$ cat config.mk
export PLATFORM = sky130hd
export DESIGN_NAME = uart_tx_arbiter_flat
export DESIGN_NICKNAME = d
export VERILOG_FILES = /design/src/rtl/uart_tx_arbiter_pkg.sv /design/src/rtl/uart_tx_arbiter_if.sv /design/src/rtl/uart_tx_arbiter_rr_arbiter.sv /design/src/rtl/uart_tx_arbiter.sv /design/src/flat_wrapper.sv
export SDC_FILE = /design/constraint.sdc
export NUM_CORES = 1
export LEC_CHECK = 0
export ABC_AREA = 1
export BUFFER_PORTS_ARGS = -buffer_cell sky130_fd_sc_hd__buf_2
export CORE_ASPECT_RATIO = 0.5
export CORE_UTILIZATION = 47
export CTS_CLUSTER_DIAMETER = 50
export DETAILED_ROUTE_END_ITERATION = 16
export HOLD_SLACK_MARGIN = 0.02
export PLACE_DENSITY = 0.8
export RECOVER_POWER = 50
export SETUP_SLACK_MARGIN = 0.02
export SYNTH_ARGS = -nofsm -noshare
export SYNTH_HDL_FRONTEND = slang
export SYNTH_HIERARCHICAL = 1
export SYNTH_SLANG_ARGS = --single-unit
$ cat constraint.sdc
create_clock -name clk -period 2.56 [get_ports clk]
set_input_delay 0.128 -clock clk [delete_from_list [all_inputs] [get_ports clk]]
set_output_delay 0.128 -clock clk [all_outputs]
set_load 0.02 [all_outputs]
$ cat src/rtl/uart_tx_arbiter_pkg.sv
// Shared definitions for the UART transmit arbiter: state encoding, default
// sizes and the round-robin pick helper.
package uart_arb_pkg;

  localparam int N_BIT_DEF = 8;
  localparam int N_REQ_DEF = 4;
  localparam int LEN_W_DEF = 4;

  localparam logic [0:0] IDLE = 1'b0;
  localparam logic [0:0] XFER = 1'b1;

  // One-hot pick of the first set req bit at or above ptr, wrapping at n.
  function automatic logic [7:0] rr_pick(input logic [7:0] req,
                                         input logic [2:0] ptr,
                                         input int         n);
    logic [7:0] pick;
    logic       found;
    logic [2:0] idx;
    pick  = '0;
    found = 1'b0;
    for (int i = 0; i < 8; i++) begin
      idx = 3'((int'(ptr) + i) % n);
      if (i < n && !found && req[idx]) begin
        pick[idx] = 1'b1;
        found     = 1'b1;
      end
    end
    return pick;
  endfunction

endpackage

$ cat src/rtl/uart_tx_arbiter_if.sv
// Requester-side and FIFO-side signals of the UART transmit arbiter.
interface uart_tx_arbiter_if
  import uart_arb_pkg::*;
#(
  parameter int N_BIT = N_BIT_DEF,
  parameter int N_REQ = N_REQ_DEF,
  parameter int LEN_W = LEN_W_DEF
);
  logic [N_REQ-1:0]       req;
  logic [N_REQ*LEN_W-1:0] req_len;
  logic [N_REQ*N_BIT-1:0] src_data;
  logic [N_REQ-1:0]       src_valid;
  logic [N_REQ-1:0]       src_ready;
  logic [N_REQ-1:0]       grant;
  logic [N_REQ-1:0]       pkt_done;
  logic                   busy;
  logic [N_BIT-1:0]       tx_wr_data;
  logic                   tx_wr_en;
  logic                   tx_full;

  modport master (
    input  req, req_len, src_data, src_valid, tx_full,
    output src_ready, grant, pkt_done, busy, tx_wr_data, tx_wr_en
  );

  modport slave (
    output req, req_len, src_data, src_valid, tx_full,
    input  src_ready, grant, pkt_done, busy, tx_wr_data, tx_wr_en
  );
endinterface

$ cat src/rtl/uart_tx_arbiter_rr_arbiter.sv
// Combinational round-robin priority pick over the request vector.
module rr_arbiter
  import uart_arb_pkg::*;
#(
  parameter int N_REQ = N_REQ_DEF
) (
  input  logic [N_REQ-1:0] req,
  input  logic [2:0]       ptr,
  output logic [N_REQ-1:0] pick
);

  assign pick = N_REQ'(rr_pick(8'(req), ptr, N_REQ));

endmodule

$ cat src/rtl/uart_tx_arbiter.sv
// Packet-atomic round-robin arbiter sharing one UART TX FIFO write port
// between N_REQ message sources.
module uart_tx_arbiter
  import uart_arb_pkg::*;
#(
  parameter int N_BIT = N_BIT_DEF,
  parameter int N_REQ = N_REQ_DEF,
  parameter int LEN_W = LEN_W_DEF
) (
  input  logic              clk,
  input  logic              rst,
  uart_tx_arbiter_if.master bus
);

  logic [0:0]       state_q,    state_d;
  logic [N_REQ-1:0] grant_q,    grant_d;
  logic [N_REQ-1:0] pkt_done_q, pkt_done_d;
  logic [LEN_W-1:0] len_q,      len_d;
  logic [LEN_W-1:0] cnt_q,      cnt_d;
  logic [2:0]       ptr_q,      ptr_d;
  logic             busy_q,     busy_d;

  logic [N_REQ-1:0] pick;
  logic [LEN_W-1:0] pick_len;
  logic [N_BIT-1:0] owner_data;
  logic             owner_valid;
  logic [2:0]       nxt_ptr;
  logic             in_xfer;
  logic             beat;

  rr_arbiter #(.N_REQ(N_REQ)) u_rr (
    .req  (bus.req),
    .ptr  (ptr_q),
    .pick (pick)
  );

  // Owner mux and the length of whichever requester would win this cycle.
  always_comb begin
    owner_valid = 1'b0;
    owner_data  = '0;
    nxt_ptr     = ptr_q;
    pick_len    = '0;
    for (int i = 0; i < N_REQ; i++) begin
      if (grant_q[i]) begin
        owner_valid = bus.src_valid[i];
        owner_data  = bus.src_data[i*N_BIT +: N_BIT];
        nxt_ptr     = 3'((i + 1) % N_REQ);
      end
      if (pick[i]) pick_len = bus.req_len[i*LEN_W +: LEN_W];
    end
  end

  assign in_xfer = (state_q == XFER);
  assign beat    = in_xfer & owner_valid & ~bus.tx_full;

  assign bus.src_ready  = in_xfer ? (grant_q & {N_REQ{~bus.tx_full}}) : '0;
  assign bus.tx_wr_en   = beat;
  assign bus.tx_wr_data = in_xfer ? owner_data : '0;
  assign bus.grant      = grant_q;
  assign bus.pkt_done   = pkt_done_q;
  assign bus.busy       = busy_q;

  always_comb begin
    state_d    = state_q;
    grant_d    = grant_q;
    len_d      = len_q;
    cnt_d      = cnt_q;
    ptr_d      = ptr_q;
    busy_d     = busy_q;
    pkt_done_d = '0;
    case (state_q)
      IDLE: begin
        if (|bus.req) begin
          grant_d = pick;
          len_d   = pick_len;
          cnt_d   = '0;
          busy_d  = 1'b1;
          state_d = XFER;
        end
      end
      XFER: begin
        if (beat) begin
          // Compare before incrementing so a 2^LEN_W byte packet never wraps.
          if (cnt_q == len_q) begin
            pkt_done_d = grant_q;
            grant_d    = '0;
            busy_d     = 1'b0;
            cnt_d      = '0;
            ptr_d      = nxt_ptr;
            state_d    = IDLE;
          end else begin
            cnt_d = cnt_q + 1'b1;
          end
        end
      end
      default: state_d = IDLE;
    endcase
  end

  always_ff @(posedge clk or negedge rst) begin
    if (!rst) begin
      state_q    <= IDLE;
      grant_q    <= '0;
      pkt_done_q <= '0;
      len_q      <= '0;
      cnt_q      <= '0;
      ptr_q      <= '0;
      busy_q     <= 1'b0;
    end else begin
      state_q    <= state_d;
      grant_q    <= grant_d;
      pkt_done_q <= pkt_done_d;
      len_q      <= len_d;
      cnt_q      <= cnt_d;
      ptr_q      <= ptr_d;
      busy_q     <= busy_d;
    end
  end

endmodule

$ cat src/flat_wrapper.sv
// flat-port wrapper written by rule: the top's interface ports become plain ports
module uart_tx_arbiter_flat import uart_arb_pkg::*;
#(
  parameter int N_BIT = N_BIT_DEF,
  parameter int N_REQ = N_REQ_DEF,
  parameter int LEN_W = LEN_W_DEF
)
  (clk, rst, bus_req, bus_req_len, bus_src_data, bus_src_valid, bus_tx_full, bus_src_ready, bus_grant, bus_pkt_done, bus_busy, bus_tx_wr_data, bus_tx_wr_en);
  uart_tx_arbiter_if #(.N_BIT(N_BIT), .N_REQ(N_REQ), .LEN_W(LEN_W)) bus_i ();
  input  logic clk;
  input  logic rst;
  input wire logic [$bits(bus_i.req)-1:0] bus_req;
  input wire logic [$bits(bus_i.req_len)-1:0] bus_req_len;
  input wire logic [$bits(bus_i.src_data)-1:0] bus_src_data;
  input wire logic [$bits(bus_i.src_valid)-1:0] bus_src_valid;
  input wire logic [$bits(bus_i.tx_full)-1:0] bus_tx_full;
  output wire logic [$bits(bus_i.src_ready)-1:0] bus_src_ready;
  output wire logic [$bits(bus_i.grant)-1:0] bus_grant;
  output wire logic [$bits(bus_i.pkt_done)-1:0] bus_pkt_done;
  output wire logic [$bits(bus_i.busy)-1:0] bus_busy;
  output wire logic [$bits(bus_i.tx_wr_data)-1:0] bus_tx_wr_data;
  output wire logic [$bits(bus_i.tx_wr_en)-1:0] bus_tx_wr_en;
  assign bus_i.req = bus_req;
  assign bus_i.req_len = bus_req_len;
  assign bus_i.src_data = bus_src_data;
  assign bus_i.src_valid = bus_src_valid;
  assign bus_i.tx_full = bus_tx_full;
  assign bus_src_ready = bus_i.src_ready;
  assign bus_grant = bus_i.grant;
  assign bus_pkt_done = bus_i.pkt_done;
  assign bus_busy = bus_i.busy;
  assign bus_tx_wr_data = bus_i.tx_wr_data;
  assign bus_tx_wr_en = bus_i.tx_wr_en;
  uart_tx_arbiter #(.N_BIT(N_BIT), .N_REQ(N_REQ), .LEN_W(LEN_W)) u_core (.clk(clk), .rst(rst), .bus(bus_i));
endmodule
==> impl_metrics.csv <==
group,metric,value,unit
place,dp_slack,0.297,ns
layout,nFillCells,352,
timing,clock_skew,0.00400,ns
timing,relSlewSlack,31.1,%
place,post-dp-hpwl,3990,microns
cts,cts_tree,"yes",
layout,stdcell_area,0.00227,sq mm
global_routing,overflow,0,
layout,final_nets,431,
timing,timing.final.ws_setup,0.257,ns
power,power.density,1190,mW/mm^2
yosys,syn_nets,351,
place,port-buffer-count,80,
cts,cts-resized-gates,0,
routing,drtIter0Drc,117,
timing,fin_crit,2.30,ns
die,rows,15,
place,place_area,0.00222,sq mm
routing,drc,0,
layout,regArea,500,sq um
worst_hold_path,hold_start,"bus_req_len[12]",
power,p_leak,0.00127,uW
timing,setup_tns,0,ns
layout,layout_common_cells,"nand2_1 (77), buf_2 (69), nand3_1 (46)",
timing,clock.fmax,434,MHz
worst_setup_path,crit_type,"flop to flop",
worst_setup_path,worst_ep_required_time,2.70,ns
cts,clockRootBuffer,"clkbuf_8",
cts,cts_setup_buffers,0,
flow_run,drv_cap,0,
global_routing,grt_max_degree,21,
die,io_pins,81,
die,die_x,89.2,microns
global_routing,antenna_found_initial,0,
die,fp.dieH,45.6,microns
timing,setup_viol,0,
cts,clkSinkCount,20,
routing,drt-total-wl,5120,microns
layout,multi_input_area,0.00110,sq mm
worst_setup_path,crit_path_max_fanout,6,
worst_setup_path,startpoint_type,"flop",
global_routing,grt.total_usage,24.7,%
global_routing,grt_pass1_vias,1867,
routing,num_vias,2122,
global_routing,grt_pass1_wl,7630,microns
timing,rsz0062_at_grt,"no",
timing,fin_crit_sh,90.0,%
cts,clk_latency,0.26,ns
worst_setup_path,end_kind,"flop",
cts,path_clk_slew,0.08,ns
routing,dr.pass1.iters,4,
die,die-area,0.00407,sq mm
die,core-area,0.00353,sq mm
power,power,2710,uW
routing,drtAntennaViolNets,0,
die,floorplan.initialDensity,50.6,%
yosys,avgSynthCellArea,6.27,sq um
place,place.gp.congestion,0.963,
cts,cts_made_buffers,3,
layout,antenna_cells,0,
layout,final_common_cell,"nand2_1",
timing,finalHoldViolations,0,
worst_setup_path,crit_path_start,"u_core/ptr_q[1]",
timing,worst_slew_pin_slew,1.03,ns
timing,drv_slew,0,
routing,wl_per_cell,12.3,microns
cts,cts_max_level,1,
yosys,yosysWarnings,6,
cts,cts_buffer_depth,2,
run_status,status,"complete, no violations",
worst_setup_path,reg2reg_from,"u_core/ptr_q[1]",
worst_hold_path,hold_class,"primary input to flop",
layout,drive_above_1_share,25.8,%
worst_setup_path,crit_arrival,2.44,ns
yosys,synth.cell_area,0.00179,sq mm
layout,area_growth,27.2,%
yosys,syn_inst,285,
power,irDropWorstVdd,0.574,mV
routing,drt-vias-per-instance,5.11,
==> area by class of cell <==
class / count / area share [%]
flip-flops and latches: 20 / 22.0
repair buffers: 83 / 18.1
well taps: 51 / 2.81
clock buffers: 4 / 2.42
multi-input cells: 221 / 48.6
inverters: 36 / 6.06
==> final timing paths <==
check | endpoint | slack (ns) | cells past startpoint
setup / recovery | u_core/len_q[1] | 0.26 | 14
hold / removal | u_core/len_q[0] | 0.09 | 3
setup reg to reg | u_core/len_q[1] | 0.26 | 14
hold reg to reg | u_core/bus.busy | 0.49 | 2
max in group asynchronous | u_core/cnt_q[1] | 1.36 | 2
min in group asynchronous | u_core/bus.pkt_done[3] | 0.58 | 2
==> per-layer routing <==
metal | part of all wire (%) | up-vias | GRT usage (%)
met3 | 6.8 | 2 | 2.72
met2 | 50 | 70 | 48.5
met4 | 0.41 | 0 | 8.89
met5 | 0 | - | 0
li1 | - | 1081 | -
met1 | 43 | 969 | 28.6
==> sequential cells by signal, indices dropped and copies added, names as in the netlist <==
signal / cells
u_core/ptr_q: 2
u_core/bus.grant: 4
u_core/len_q: 4
u_core/in_xfer: 1
u_core/bus.busy: 1
u_core/cnt_q: 4
u_core/bus.pkt_done: 4
==> stage by stage <==
step                      utilization [%]  instances  hold slack, ns
after floorplan                         -        285          -0.168
after global placement               62.9        410          0.0931
after detailed placement             62.9        410          0.0939
after CTS                            64.8        415          0.0825
after global routing                 64.4        415          0.0912
final                                64.4        415          0.0895
==> what timing repair did <==
| action | in CTS | in global routing |
|---|---|---|
| endpoints found under the hold margin | 20 | 0 |
| hold buffers | 1 | 0 |
| setup endpoints to repair | 0 | 0 |
==> worst max-delay path, stage by stage, from the launching register on <==
cell and delay [ns]:
dfrtp_1 0.45, inv_1 0.17, ha_1 0.35, inv_1 0.11, nand3_1 0.08, nand2_1 0.10, nand2_4 0.07, nor2_4 0.13
nand2_1 0.06, nand3_1 0.16, inv_1 0.12, nand3_1 0.10, nand2_1 0.07, o211ai_1 0.10, nand3_1 0.10
==> power by group <==
group,leakage (uW),total (uW),switching [uW],internal [uW]
Clock,0.0000288,241,104,137
Sequential,0.000259,558,139,419
Combinational,0.000979,1910,1290,619
Total,0.00127,2710,1530,1180
No activity file was read; power rests on OpenSTA's default activity.
